File: config.mk
export PLATFORM = sky130hd
export DESIGN_NAME = exposure_readout_ctrl
export DESIGN_NICKNAME = d
export VERILOG_FILES = /design/src/rtl/exposure_readout_ctrl.sv
export SDC_FILE = /design/constraint.sdc
export NUM_CORES = 1
export LEC_CHECK = 0
export CAP_MARGIN = 15
export CORE_MARGIN = 2
export CORE_UTILIZATION = 35
export CTS_CLUSTER_DIAMETER = 80
export DETAILED_ROUTE_END_ITERATION = 6
export SYNTH_ARGS = -nofsm -noshare
export SYNTH_HDL_FRONTEND = slang
export SYNTH_SLANG_ARGS = --single-unit
File: constraint.sdc
create_clock -name clk -period 1.7 [get_ports clk]
set_input_delay 0.34 -clock clk [delete_from_list [all_inputs] [get_ports clk]]
set_output_delay 0.34 -clock clk [all_outputs]
set_load 0.05 [all_outputs]
File: src/rtl/exposure_readout_ctrl.sv
// Exposure/readout sequencer: erase in IDLE, expose for a latched time, then read rows
// with NRE/ADC strobes, DONE pulse. Define EXP_ABORT_EN to add the abort input.
module exposure_readout_ctrl #(
  parameter int ROWS       = 2,
  parameter int EXP_W      = 5,
  parameter int ADC_CYCLES = 1
) (
  input  logic                                         clk,
  input  logic                                         reset,
  input  logic                                         init,
  input  logic [EXP_W-1:0]                             exp_time,
`ifdef EXP_ABORT_EN
  input  logic                                         abort,
`endif
  output logic [ROWS-1:0]                              NRE,
  output logic                                         ADC,
  output logic                                         expose,
  output logic                                         erase,
  output logic                                         start,
  output logic                                         busy,
  output logic [((ROWS > 1) ? $clog2(ROWS) : 1)-1:0]   row_idx,
  output logic                                         done
);

  localparam int RW = (ROWS > 1) ? $clog2(ROWS) : 1;
  localparam int L  = ADC_CYCLES + 3;
  localparam int SW = $clog2(L);
  localparam logic [SW-1:0] SLOT_LAST = SW'(L - 1);
  localparam logic [SW-1:0] ADC_LAST  = SW'(ADC_CYCLES);
  localparam logic [RW-1:0] ROW_LAST  = RW'(ROWS - 1);

  typedef enum logic [1:0] {
    S_IDLE,
    S_EXPOSURE,
    S_READOUT,
    S_DONE
  } state_t;

  state_t            state_q, state_d;
  logic [EXP_W-1:0]  e_q, e_d;
  logic [EXP_W-1:0]  exp_cnt_q, exp_cnt_d;
  logic [SW-1:0]     slot_q, slot_d;
  logic [RW-1:0]     row_q, row_d;

  logic [ROWS-1:0]   nre_d;
  logic              adc_d, expose_d, erase_d, start_d, busy_d, done_d;
  logic [RW-1:0]     row_idx_d;

  // Outputs are decoded from the next state/counters and registered alongside them.
  always_ff @(posedge clk) begin
    if (reset) begin
      state_q   <= S_IDLE;
      e_q       <= '0;
      exp_cnt_q <= '0;
      slot_q    <= '0;
      row_q     <= '0;
      NRE       <= '1;
      ADC       <= 1'b0;
      expose    <= 1'b0;
      erase     <= 1'b1;
      start     <= 1'b0;
      busy      <= 1'b0;
      row_idx   <= '0;
      done      <= 1'b0;
    end else begin
      state_q   <= state_d;
      e_q       <= e_d;
      exp_cnt_q <= exp_cnt_d;
      slot_q    <= slot_d;
      row_q     <= row_d;
      NRE       <= nre_d;
      ADC       <= adc_d;
      expose    <= expose_d;
      erase     <= erase_d;
      start     <= start_d;
      busy      <= busy_d;
      row_idx   <= row_idx_d;
      done      <= done_d;
    end
  end

  always_comb begin
    state_d   = state_q;
    e_d       = e_q;
    exp_cnt_d = '0;
    slot_d    = '0;
    row_d     = '0;
    unique case (state_q)
      S_IDLE: begin
        if (init) begin
          e_d     = (exp_time == '0) ? EXP_W'(1) : exp_time;
          state_d = S_EXPOSURE;
        end
      end
      S_EXPOSURE: begin
        if (exp_cnt_q == e_q - EXP_W'(1)) begin
          state_d = S_READOUT;
        end else begin
          exp_cnt_d = exp_cnt_q + EXP_W'(1);
        end
      end
      S_READOUT: begin
        row_d  = row_q;
        slot_d = slot_q + SW'(1);
        if (slot_q == SLOT_LAST) begin
          slot_d = '0;
          if (row_q == ROW_LAST) begin
            row_d   = '0;
            state_d = S_DONE;
          end else begin
            row_d = row_q + RW'(1);
          end
        end
      end
      S_DONE: begin
        state_d = S_IDLE;
      end
      default: state_d = S_IDLE;
    endcase
`ifdef EXP_ABORT_EN
    if (abort && (state_q == S_EXPOSURE || state_q == S_READOUT)) begin
      state_d   = S_DONE;
      exp_cnt_d = '0;
      slot_d    = '0;
      row_d     = '0;
    end
`endif
  end

  always_comb begin
    nre_d     = '1;
    adc_d     = 1'b0;
    expose_d  = (state_d == S_EXPOSURE);
    erase_d   = (state_d == S_IDLE) || (state_d == S_DONE);
    start_d   = (state_q == S_IDLE) && (state_d == S_EXPOSURE);
    busy_d    = (state_d != S_IDLE);
    done_d    = (state_d == S_DONE);
    row_idx_d = '0;
    if (state_d == S_READOUT) begin
      row_idx_d = row_d;
      adc_d     = (slot_d != '0) && (slot_d <= ADC_LAST);
      for (int unsigned k = 0; k < ROWS; k++) begin
        if (row_d == RW'(k) && slot_d != SLOT_LAST) begin
          nre_d[k] = 1'b0;
        end
      end
    end
  end

endmodule

==> results of run 1 <==
-- worst max-delay path by stage --
stage,startpoint,to,cells past startpoint
after detailed placement,e_q[1]$_SDFFE_PP0P_,state_q[0]$_SDFF_PP0_,7
after floorplan,e_q[0]$_SDFFE_PP0P_,NRE[0]$_SDFF_PP1_,6
final,e_q[1]$_SDFFE_PP0P_,state_q[1]$_SDFF_PP0_,7
after CTS,e_q[0]$_SDFFE_PP0P_,state_q[0]$_SDFF_PP0_,7
after global placement,reset,NRE[0]$_SDFF_PP1_,4
after global routing,e_q[1]$_SDFFE_PP0P_,expose$_SDFF_PP0_,7
-- repair_timing --
item / CTS / global route
hold buffers: 0 / 0
buffers inserted: 0 / 1
pin swaps: 2 / 2
setup endpoints to repair: 9 / 8
gates resized for setup: 3 / 2
-- worst max-delay path, delay by kind of cell, from the launching register on --
kind,cells,cell delay (ns)
adder cells (fa/ha/maj),1,0.16
buffers and inverters,2,0.23
AND/OR/NAND/NOR,2,0.46
AO/OA/AOI/OAI,2,0.41
flip-flops,1,0.37
-- synth_stat cells --
cell	count
nand2_1	3
o21ai_0	1
or3b_2	1
clkbuf_1	3
and3b_2	1
nor2b_1	3
ha_1	3
inv_1	4
o21bai_1	1
and4bb_1	1
o41ai_1	1
nor3b_2	1
nor4_1	1
a31o_1	1
a21oi_1	3
o21ai_1	2
nor3b_1	2
nand2b_1	1
o22ai_1	1
nand3_1	2
o211ai_1	1
nor2_1	11
xor2_1	4
mux2_2	1
xnor2_1	3
dfxtp_1	24
a211oi_1	1
nor3_1	7
mux2i_1	3
xnor2_2	2
or3_4	1
o221ai_1	1
a311oi_4	1
and2_1	2
-- state kept, by name, summed over array words and instances, names as in the netlist, 2 cells and up --
signal and count:
e_q 5, exp_cnt_q 5, NRE 2, slot_q 2
state_q 2
-- cell usage in the layout, fill, tap and decap left out, drive strengths merged, types with 2 or more instances in the layout --
master and n:
dfxtp 24, buf 19, nor2 11, clkdlybuf4s50 7, nor3 7, xnor2 5
xor2 4, inv 4, nor2b 3, nand2 3, mux2i 3, a21oi 3
clkbuf 3, o21ai 3, nor3b 3, ha 3, nand3 2, and2 2
-- through the flow --
step / total power, mW / setup TNS (ns) / hold slack [ns]
final: 1.23 / 0 / 0.491
after global routing: 1.27 / -0.313 / 0.525
after CTS: 1.24 / 0 / 0.498
after detailed placement: 0.814 / -0.0276 / 0.479
after global placement: 0.810 / 0 / 0.463
after floorplan: 0.748 / 0 / 0.451
-- power by group --
group	leakage, nW	switching [mW]	internal [mW]	total (mW)
clock	0.0279	0.175	0.238	0.413
combinational	0.307	0.105	0.0992	0.204
sequential	0.197	0.0213	0.588	0.609
-- layout make-up --
type	instances	area [sq um]	area share [%]
Clock buffer	3	22.5	1.71
Multi-Input combinational cell	67	513	39.0
Timing Repair Buffer	26	213	16.2
Tap cell	31	38.8	2.95
Sequential cell	24	483	36.7
Clock inverter	1	30.0	2.28
Inverter	4	15.0	1.14
-- layer usage --
metal	global-route usage, %	vias up	part of all wire [%]
met5	0	-	0
met4	1.99	0	0.51
met3	4.76	2	3.5
met2	22.1	10	54
met1	15.2	355	42
li1	-	395	-
-- cells by family (layout without fill, tap and decap cells) --
| family | Yosys count | in the layout | share of synthesized area, % |
|---|---|---|---|
| adders and majority gates | 3 | 3 | 3.75 |
| and+or+nand+nor | 37 | 37 | 21.1 |
| AOI/OAI and AO/OA | 14 | 14 | 11.1 |
| DFF | 24 | 24 | 47.9 |
| buffers and inverters | 7 | 34 | 2.62 |
| muxes | 4 | 4 | 4.12 |
| xor gates and xnor gates | 9 | 9 | 9.36 |
==> metrics.md, run 1 <==
| Metric | Value |
|---|---|
| Hold Path Depth | 1 |
| Clock slew at reported path FFs | 0.14 ns |
| Layout area overhead | 31.2% |
| Final cell utilization of the core | 48.1% |
| Post-synthesis register bit count | 24 |
| Worst R2R Start | e_q[1]$_SDFFE_PP0P_ |
| Relative slew slack | 79.5% |
| Chip height | 57.5 um |
| Largest net degree at the start of global routing | 15 |
| Non-filler cells, final | 156 |
| Num ports | 17 |
| Final Hold Viols | 0 |
| Placed Area | 1240 sq um |
| Nets | 137 |
| Worst-margin pin slew | 0.307 ns |
| First-pass GRT wire length | 3.26 mm |
| Area contributors post-synth | dfxtp_1 48%, nor2_1 4.1%, ha_1 3.7% |
| Worst Hold Class | reg -> reg |
| Total gr overflow | 0 |
| Initial Util | 36.7% |
| CP Capture Type | flop |
| Crit path required time | 1.97 ns |
| Post-synth cell types | 34 |
| Floorplan row count | 19 |
| CTS tree | done |
| Routed WL per cell | 12.7 um |
| DRT Pass-1 Iters | 4 |
| Syn Area/Cell | 10.2 sq um |
| Initial drt markers | 19 |
| Setup violations, final | 0 |
| Clock skew | 0.00559 ns |
| Detailed-route wire length | 1.98 mm |
| Worst Hold End | slot_q[0]$_SDFF_PP0_ |
| Worst Setup Start Kind | flop |
| Layout cells sized above 1 | 29.6% |
| Via/cell ratio | 4.88 |
| Synth warn | 0 |
| Core area | 2730 sq um |
| RSZ-0062 raised after global routing | yes |
| Reg2Reg Setup Slack | 0.03 ns |
| WP data arrival | 1.95 ns |
| Placer congestion estimate | 0.812 |
| Status | finished, final reports clean |
| Max-slew violation count | 0 |
| Mapped Cells | 98 |
| Clk_lat worst skew | 0.32 ns |
| FF-to-FF path depth | 7 |
| Vias | 762 |
| HP Start | slot_q[0]$_SDFF_PP0_ |
| Final period util | 98.4% |
| Worst vdd ir | 1.10 mV |
| Max H-tree Level | 1 |
| Die width | 57.5 um |
| Final Cell Area | 1320 sq um |
| Remaining antenna violation count after routing | 0 |
| Max-cap violations | 0 |
| N_diodes | 0 |
| CTS Buffer Depth | 2 |
| Cell Area, Synth | 1000 sq um |
| Clock sink count | 24 |
| Synth top area share | 47.9% |
| R2R Path End | state_q[1]$_SDFF_PP0_ |
| Antenna violations before repair | 0 |
| Post-synthesis sequential area ratio | 47.9% |
| Clock root buffer | clkbuf_4 |
| Global-route usage over all layers | 12.7% |
| I/O Buffers | 16 |
| Setup CP Type | reg -> reg |
| Pre-CTS setup slack | -0.0118 ns |
| Final min period | 1.67 ns |
| Final WS setup | 0.0270 ns |
| Synth area leader | dfxtp_1 |
| Static leakage | 0.531 nW |
| Vias in the first global route | 733 |
| CP Max Fanout | 4 |
| Achievable clock frequency | 598 MHz |
| Max stage delay on crit path | 0.37 ns |
| Slowest CP cell | dfxtp_2 |
| Die footprint | 3310 sq um |
| HPWL after DPL | 1.48 mm |
| Placed insts | 151 |
| Fill cell count | 264 |
| Syn Nets | 109 |
| Total CTS buffers | 3 |
| Worst-path cell chain | inv_2 -> ha_4 -> nor2b_1 -> or3_4 -> a311oi_4 -> buf_4 -> a31o_1 |
| # DRC | 0 |
| Pwr dens | 932 nW/um^2 |
Power figures use the tool's default switching activity.
==> run 2, diff against run 1 <==
Settings changed: CORE_UTILIZATION 35 to 45, PLACE_DENSITY from default to 0.72.
==> metrics.md, run 2 (synthesis gave the netlist of run 1 again) <==
| Metric | Value |
|---|---|
| Vias | 751 |
| Die footprint | 2620 sq um |
| Nets | 133 |
| Static leakage | 0.518 nW |
| Placed Area | 1200 sq um |
| Worst vdd ir | 0.824 mV |
| Clock slew at reported path FFs | 0.13 ns |
| HPWL after DPL | 1.42 mm |
| CTS Buffer Depth | 2 |
| Setup violations, final | 0 |
| Worst Setup Start Kind | flop |
| Num ports | 17 |
| Detailed-route wire length | 1.96 mm |
| Worst Hold Class | reg -> reg |
| Layout area overhead | 28.8% |
| Max-cap violations | 0 |
| CP Capture Type | flop |
| Floorplan row count | 17 |
| Total gr overflow | 0 |
| WP data arrival | 1.85 ns |
| Total CTS buffers | 3 |
| Non-filler cells, final | 149 |
| Setup Buffers After CTS | 0 |
| Placer congestion estimate | 0.729 |
| # DRC | 0 |
| Max H-tree Level | 1 |
| Largest net degree at the start of global routing | 15 |
| Clock root buffer | clkbuf_4 |
| Final Cell Area | 1290 sq um |
| Die width | 51.2 um |
| Via/cell ratio | 5.04 |
| Clock skew | 0.00167 ns |
| Crit path required time | 1.91 ns |
| Initial Util | 46.7% |
| Design Power | 1.22 mW |
| Remaining antenna violation count after routing | 0 |
| Global-route usage over all layers | 17.4% |
| RSZ-0062 raised after global routing | no |
| Most frequent cells in the layout | 22 x dfxtp_1, 13 x buf_4, 11 x nor2_1, 7 x nor3_1, 7 x clkdlybuf4s50_1 |
| Vias in the first global route | 722 |
| N_diodes | 0 |
| Pwr dens | 946 nW/um^2 |
| Initial drt markers | 12 |
| Chip height | 51.2 um |
| Final period util | 96.3% |
| Final WS setup | 0.0623 ns |
| I/O Buffers | 16 |
| Status | finished, final reports clean |
| Top flop regs | e_q: 5 flops, exp_cnt_q: 5 flops |
| Clock sink count | 24 |
| Routed WL per cell | 13.2 um |
| DRT Pass-1 Iters | 4 |
| Pre-CTS setup slack | -0.0266 ns |
| Commonest non-fill, non-tap cell in the layout | dfxtp_1 |
| Antenna violations before repair | 0 |
| CTS tree | done |
| First-pass GRT wire length | 3.28 mm |
| CP Max Fanout | 5 |
| Final min period | 1.64 ns |
| Core area | 2150 sq um |
| Max-slew violation count | 0 |
| Final cell utilization of the core | 60.1% |
| Placed insts | 144 |
| Worst-margin pin slew | 0.308 ns |
| Setup CP Type | reg -> reg |
| Layout cells sized above 1 | 27.3% |
| TNS Setup | 0 ns |
| Clk_lat worst skew | 0.31 ns |
| Hold slack | 0.492 ns |
| Relative slew slack | 79.3% |
| Final Hold Viols | 0 |
| Achievable clock frequency | 611 MHz |
-- run 2: where the power goes --
part / switching, mW / internal (mW) / leakage, nW
clock: 0.171 / 0.238 / 0.0279
combinational: 0.106 / 0.0977 / 0.293
sequential: 0.0200 / 0.588 / 0.197
total: 0.298 / 0.924 / 0.518
-- run 2: worst max-delay path, stage by stage, from the launching register on --
cell	delay, ns
dfxtp_2	0.36
inv_2	0.05
ha_4	0.16
nor2b_4	0.11
or3_4	0.34
a311oi_4	0.25
buf_6	0.17
o221ai_2	0.09
-- run 2: final cells by class --
type | count | area [sq um]
tap | 28 | 35.0
sequential | 24 | 483
clock buffer | 3 | 22.5
timing repair buffer | 22 | 184
fill | 194 | 857
inverter | 4 | 15.0
multi-input combinational | 67 | 522
clock inverter | 1 | 30.0
-- run 2: worst paths after layout --
check                                           from              endpoint  slack [ns]  cells after the start
worst max-delay path             e_q[1]$_SDFFE_PP0P_     NRE[0]$_SDFF_PP1_        0.06                      7
worst min register to register  slot_q[0]$_SDFF_PP0_  slot_q[0]$_SDFF_PP0_        0.49                      1
worst max register to register   e_q[1]$_SDFFE_PP0P_     NRE[0]$_SDFF_PP1_        0.06                      7
worst min-delay path            slot_q[0]$_SDFF_PP0_  slot_q[0]$_SDFF_PP0_        0.49                      1
-- run 2: timing repair --
item,in CTS,in global routing
endpoints found under the setup margin,2,9
pin swaps,5,1
hold buffers,0,0
gates resized for setup,5,2
gates cloned,1,0
-- run 2: layer usage --
metal	vias to the layer above	wire length (um)	GRT usage [%]
li1	385	-	-
met1	345	827	20.3
met5	-	0	0
met4	0	46	10.4
met3	6	57	3.80
met2	15	1030	29.2
